File: src/rtl/rtype_seq_ctrl.sv
// rtype_seq_ctrl: multi-cycle sequencer for the R-type execute datapath.
// Takes one instruction word per valid/ready transfer, then walks it through
// DECODE -> EXEC -> WB. Drives register addresses, ALU control and a
// single-cycle register write enable.
//
// Ports:
//   CLK, RST      clock (rising edge), synchronous active-high reset
//   instr_valid   instruction word on instr is valid
//   instr[31:0]   MIPS instruction word
//   instr_ready   high only in IDLE
//   ra/rb/rw      register addresses, always taken from the latched IR
//   alu_ctrl      ALU operation select, registered in DECODE
//   reg_we        register write enable, one cycle in WB
//   done          one-cycle pulse when an instruction retires
//   illegal       one-cycle pulse in DECODE when an instruction is rejected
//   state_o       IDLE=0, DECODE=1, EXEC=2, WB=3
//   retire_cnt    (only with RETIRE_CNT_EN) count of retired instructions
//
// Optional feature macro: RETIRE_CNT_EN
module rtype_seq_ctrl #(
  parameter int CNT_W            = 16,
  parameter int ZERO_REG_PROTECT = 1
) (
  input  logic             CLK,
  input  logic             RST,
  input  logic             instr_valid,
  input  logic [31:0]      instr,
  output logic             instr_ready,
  output logic [4:0]       ra,
  output logic [4:0]       rb,
  output logic [4:0]       rw,
  output logic [2:0]       alu_ctrl,
  output logic             reg_we,
  output logic             done,
  output logic             illegal,
  output logic [1:0]       state_o
`ifdef RETIRE_CNT_EN
  ,
  output logic [CNT_W-1:0] retire_cnt
`endif
);

  typedef enum logic [1:0] {
    IDLE   = 2'd0,
    DECODE = 2'd1,
    EXEC   = 2'd2,
    WB     = 2'd3
  } state_t;

  state_t      state, state_n;
  logic [31:0] ir;
  logic [2:0]  dec_alu;
  logic        funct_ok;
  logic        legal;

  assign ra      = ir[25:21];
  assign rb      = ir[20:16];
  assign rw      = ir[15:11];
  assign state_o = state;

  // funct -> ALU op; anything not listed is rejected
  always_comb begin
    dec_alu  = 3'b010;
    funct_ok = 1'b1;
    case (ir[5:0])
      6'b100000, 6'b100001: dec_alu = 3'b010;
      6'b100010, 6'b100011: dec_alu = 3'b110;
      6'b100100:            dec_alu = 3'b000;
      6'b100101:            dec_alu = 3'b001;
      6'b101010:            dec_alu = 3'b111;
      default:              funct_ok = 1'b0;
    endcase
  end

  // Non-zero shamt is rejected: only shift-free R-type ops are supported
  assign legal = (ir[31:26] == 6'd0) && (ir[10:6] == 5'd0) && funct_ok;

  always_ff @(posedge CLK) begin
    if (RST) state <= IDLE;
    else     state <= state_n;
  end

  always_comb begin
    state_n     = state;
    instr_ready = 1'b0;
    reg_we      = 1'b0;
    done        = 1'b0;
    illegal     = 1'b0;
    case (state)
      IDLE: begin
        instr_ready = 1'b1;
        if (instr_valid) state_n = DECODE;
      end
      DECODE: begin
        if (legal) state_n = EXEC;
        else begin
          illegal = 1'b1;
          state_n = IDLE;
        end
      end
      EXEC: state_n = WB;
      WB: begin
        // writes to r0 are dropped but the instruction still retires
        reg_we  = !((ZERO_REG_PROTECT != 0) && (rw == 5'd0));
        done    = 1'b1;
        state_n = IDLE;
      end
      default: state_n = IDLE;
    endcase
  end

  // IR only changes on an accepted transfer, so ra/rb/rw hold through WB
  always_ff @(posedge CLK) begin
    if (RST)                               ir <= 32'd0;
    else if (state == IDLE && instr_valid) ir <= instr;
  end

  always_ff @(posedge CLK) begin
    if (RST)                           alu_ctrl <= 3'b010;
    else if (state == DECODE && legal) alu_ctrl <= dec_alu;
  end

`ifdef RETIRE_CNT_EN
  // wraps naturally at all-ones
  always_ff @(posedge CLK) begin
    if (RST)       retire_cnt <= '0;
    else if (done) retire_cnt <= retire_cnt + 1'b1;
  end
`endif

endmodule

File: config.mk
export PLATFORM = sky130hd
export DESIGN_NAME = rtype_seq_ctrl
export DESIGN_NICKNAME = d
export VERILOG_FILES = /design/src/rtl/rtype_seq_ctrl.sv
export SDC_FILE = /design/constraint.sdc
export NUM_CORES = 1
export LEC_CHECK = 0
export ABC_AREA = 1
export BUFFER_PORTS_ARGS = -buffer_cell sky130_fd_sc_hd__buf_2
export CAP_MARGIN = 15
export CORE_ASPECT_RATIO = 1.25
export CORE_UTILIZATION = 52
export CTS_CLUSTER_DIAMETER = 40
export DETAILED_ROUTE_END_ITERATION = 12
export PLACE_DENSITY = 0.81
export SETUP_SLACK_MARGIN = 0.5
export SLEW_MARGIN = 10
export SYNTH_ARGS = -nofsm -noshare
export SYNTH_HDL_FRONTEND = slang
export SYNTH_SLANG_ARGS = --single-unit
File: constraint.sdc
create_clock -name CLK -period 2.5 [get_ports CLK]
set_clock_uncertainty 0.15 [all_clocks]
set_input_delay 0.125 -clock CLK [delete_from_list [all_inputs] [get_ports CLK]]
set_output_delay 0.125 -clock CLK [all_outputs]
set_load 0.01 [all_outputs]
==> impl_results.md <==
- Status: completed
- Crit path kind: flip-flop to output port
- Clock-pin slew on the worst setup and hold paths: between 100 and 150 ps
- Via density: around 4.8
- Initial DRC count: 64
- R2R Setup Slk: 910 ps
- Die H: 64.53 um
- Util after Layout: between 70% and 80%
- Crit-path max FO: 5
- Synth Instances: 216
- Final Setup Violations: 0
- Largest cells by area after synthesis: dfxtp_1, nor2_1, o21ai_0, buf_4, buf_6
- CORE AREA: slightly below 3000 um2
- Ys Warns: 0
- Worst Hold Launch: alu_ctrl[1]
- Fillers: 230
- Mean Syn Cell Area: about 7.5 um2
- Commonest non-fill, non-tap cells in the layout: nor2_1, buf_2, dfxtp_1
- Synthesis-to-finish area growth: 36.92%
- Max Freq: ~0.57 GHz
- Slew Limit Fails: 0
- Layout cells sized above 1: between 20 and 30%
- RSZ-0062 raised after global routing: false
- Clock root buffer: clkbuf_4
- Distinct cells, synth: 23
- First-pass GRT wire length: ~6500 um
- DP HPWL: between 2000 and 2500 um
- Tmin final: 1767 ps
- Register area share after synthesis: 45.54%
- Pwr/cell area: ~630 nW/um2
- Total number of vias: ~1600
- Via count of the first global-routing pass: roughly 1500
- CTS Buf Count: 5
- Most common cell after layout, fill and taps aside: nor2_1
- Initial core utilization: between 50% and 60%
- Largest net degree at the start of global routing: 36
- FF+latch count, synth: 37
- TritonCTS clock tree: done
- Max-Cap Viols: 0
- Worst-margin pin slew: between 800 and 900 ps
- Post-route DRC: 0
- Worst hold endpoint: alu_ctrl[1]
- CP required: 2230 ps
- Leakage power: about 1.1 nW
- Top-area cell type share of the netlist area: 45.54%
- GR Util All Layers: about a quarter
- Part of the cycle the worst path needs: between 70% and 80%
- Max clock buf depth: 2
- Clock Sinks: 37
- Relative slew slack: 44.37%
- Post-route ant nets: 0
- Port bufs: between 50 and 60
- CTS H-Tree Depth: 2
- Synth area leader: dfxtp_1
- CP startpoint kind: flip-flop
- Die outline width: 52.03 um
- Crit path DAT: about 1500 ps
- Hold Fails Final Rpt: 0
- Antenna violations before repair: 0
- Drt pass-1 iters: 4
- Ports: between 50 and 60
- Clock insertion delay at the later pin of the skew report: 350 ps
- Hold Crit Depth: 2
- # rows: 22
- Reg2Reg Depth: 5
- Max VDD drop: around 0.57 mV
- Post-synthesis cell area: 1627 um2
- Setup TNS: 0 ps
- Nets: about 330
- Worst hold path type: flip-flop to flip-flop
- Setup Fix Bufs, Post-CTS: 0
- Synth Net Count: 251
- Diodes inserted: 0
- Terminus of the critical flop-to-flop path: ir[8]
- Total wire length: 3746 um
- Total power: roughly 0.0014 W
- Routability cong.: between 0.7 and 0.8
- Die ar.: approximately 3400 um2
- Avg WL per Cell: ~11 um
- CP endpoint kind: output port
- Gr ovfl total: 0
-- metrics by stage --
stage / cells / setup slack (ps) / instance area (um2) / hold WS [ps]
4_1_cts: 329 / 702.5 / 2225 / 329.4
2_1_floorplan: 216 / 1133 / 1627 / 44.07
3_3_place_gp: 287 / 870.7 / 1782 / 181.5
3_5_place_dp: 287 / 822.1 / 1782 / 183.3
5_1_grt: 329 / 584.5 / 2227 / 351.3
6_report: 329 / 732.9 / 2227 / 336.4
-- worst max-delay path: stages, from the launching register on --
cell	delay, ps
dfxtp_1	420
inv_1	80
nor2_1	270
a21boi_0	230
buf_2	160
-- cells in the mapped netlist, drive strengths merged --
master,instances
dfxtp,37
or2,1
nor2,75
a21boi,1
nand4,3
inv,13
buf,21
clkbuf,3
o21ai,32
o41ai,1
nand3b,1
nor3,1
a21oi,6
nand3,10
nand2,11
-- area by class of cell --
cell class	count	area [um2]	share of cell area, %
Sequential cell	37	740.7	33.26
Clock buffer	5	37.54	1.685
Tap cell	36	45.04	2.022
Inverter	13	48.80	2.191
Clock inverter	3	65.06	2.921
Multi-Input combinational cell	142	651.9	29.27
Timing Repair Buffer	93	638.1	28.65
-- cell families (layout without fill, tap and decap cells) --
kind of cell / count (synthesis) / in the layout / share of synthesized area (%)
AOI/OAI and AO/OA: 40 / 40 / 12.69
DFF: 37 / 37 / 45.54
and+or+nand+nor: 102 / 102 / 27.23
buffers and inverters: 37 / 114 / 14.54
-- power breakdown --
| part | internal (W) | leakage, nW | switching, W |
|---|---|---|---|
| combinational | 0.000110 | 0.707 | 0.000116 |
| sequential | 0.000633 | 0.306 | 0.0000278 |
| clock | 0.000309 | 0.0552 | 0.000202 |
-- repair_timing --
action	CTS	global route
endpoints found under the hold margin	34	0
hold buffers	34	0
endpoints found under the setup margin	0	1
gates resized for setup	0	1
-- worst max-delay path by stage --
stage,end,slack [ps],depth (start not counted),startpoint
2_1_floorplan,illegal,1130,3,state_o[0]
3_3_place_gp,ir[9],870,5,flip-flop
3_5_place_dp,ir[23],820,5,flip-flop
4_1_cts,illegal,700,4,state_o[0]
5_1_grt,illegal,580,4,state_o[0]
6_report,illegal,730,4,state_o[0]
-- state kept, by name, indices dropped and copies added, names as in the netlist, named ones only --
signal	count
state_o	1
ir	32
alu_ctrl	3
-- metal layers --
| metal | GRT usage, % | vias to the layer above | wire length [um] |
|---|---|---|---|
| met5 | 0 | - | 0 |
| met4 | 11.82 | 0 | 80 |
| met3 | 7.512 | 8 | 183 |
| met2 | 45.67 | 43 | 1905 |
| met1 | 29.62 | 689 | 1577 |
| li1 | - | 827 | - |
Power figures use the tool's default switching activity.
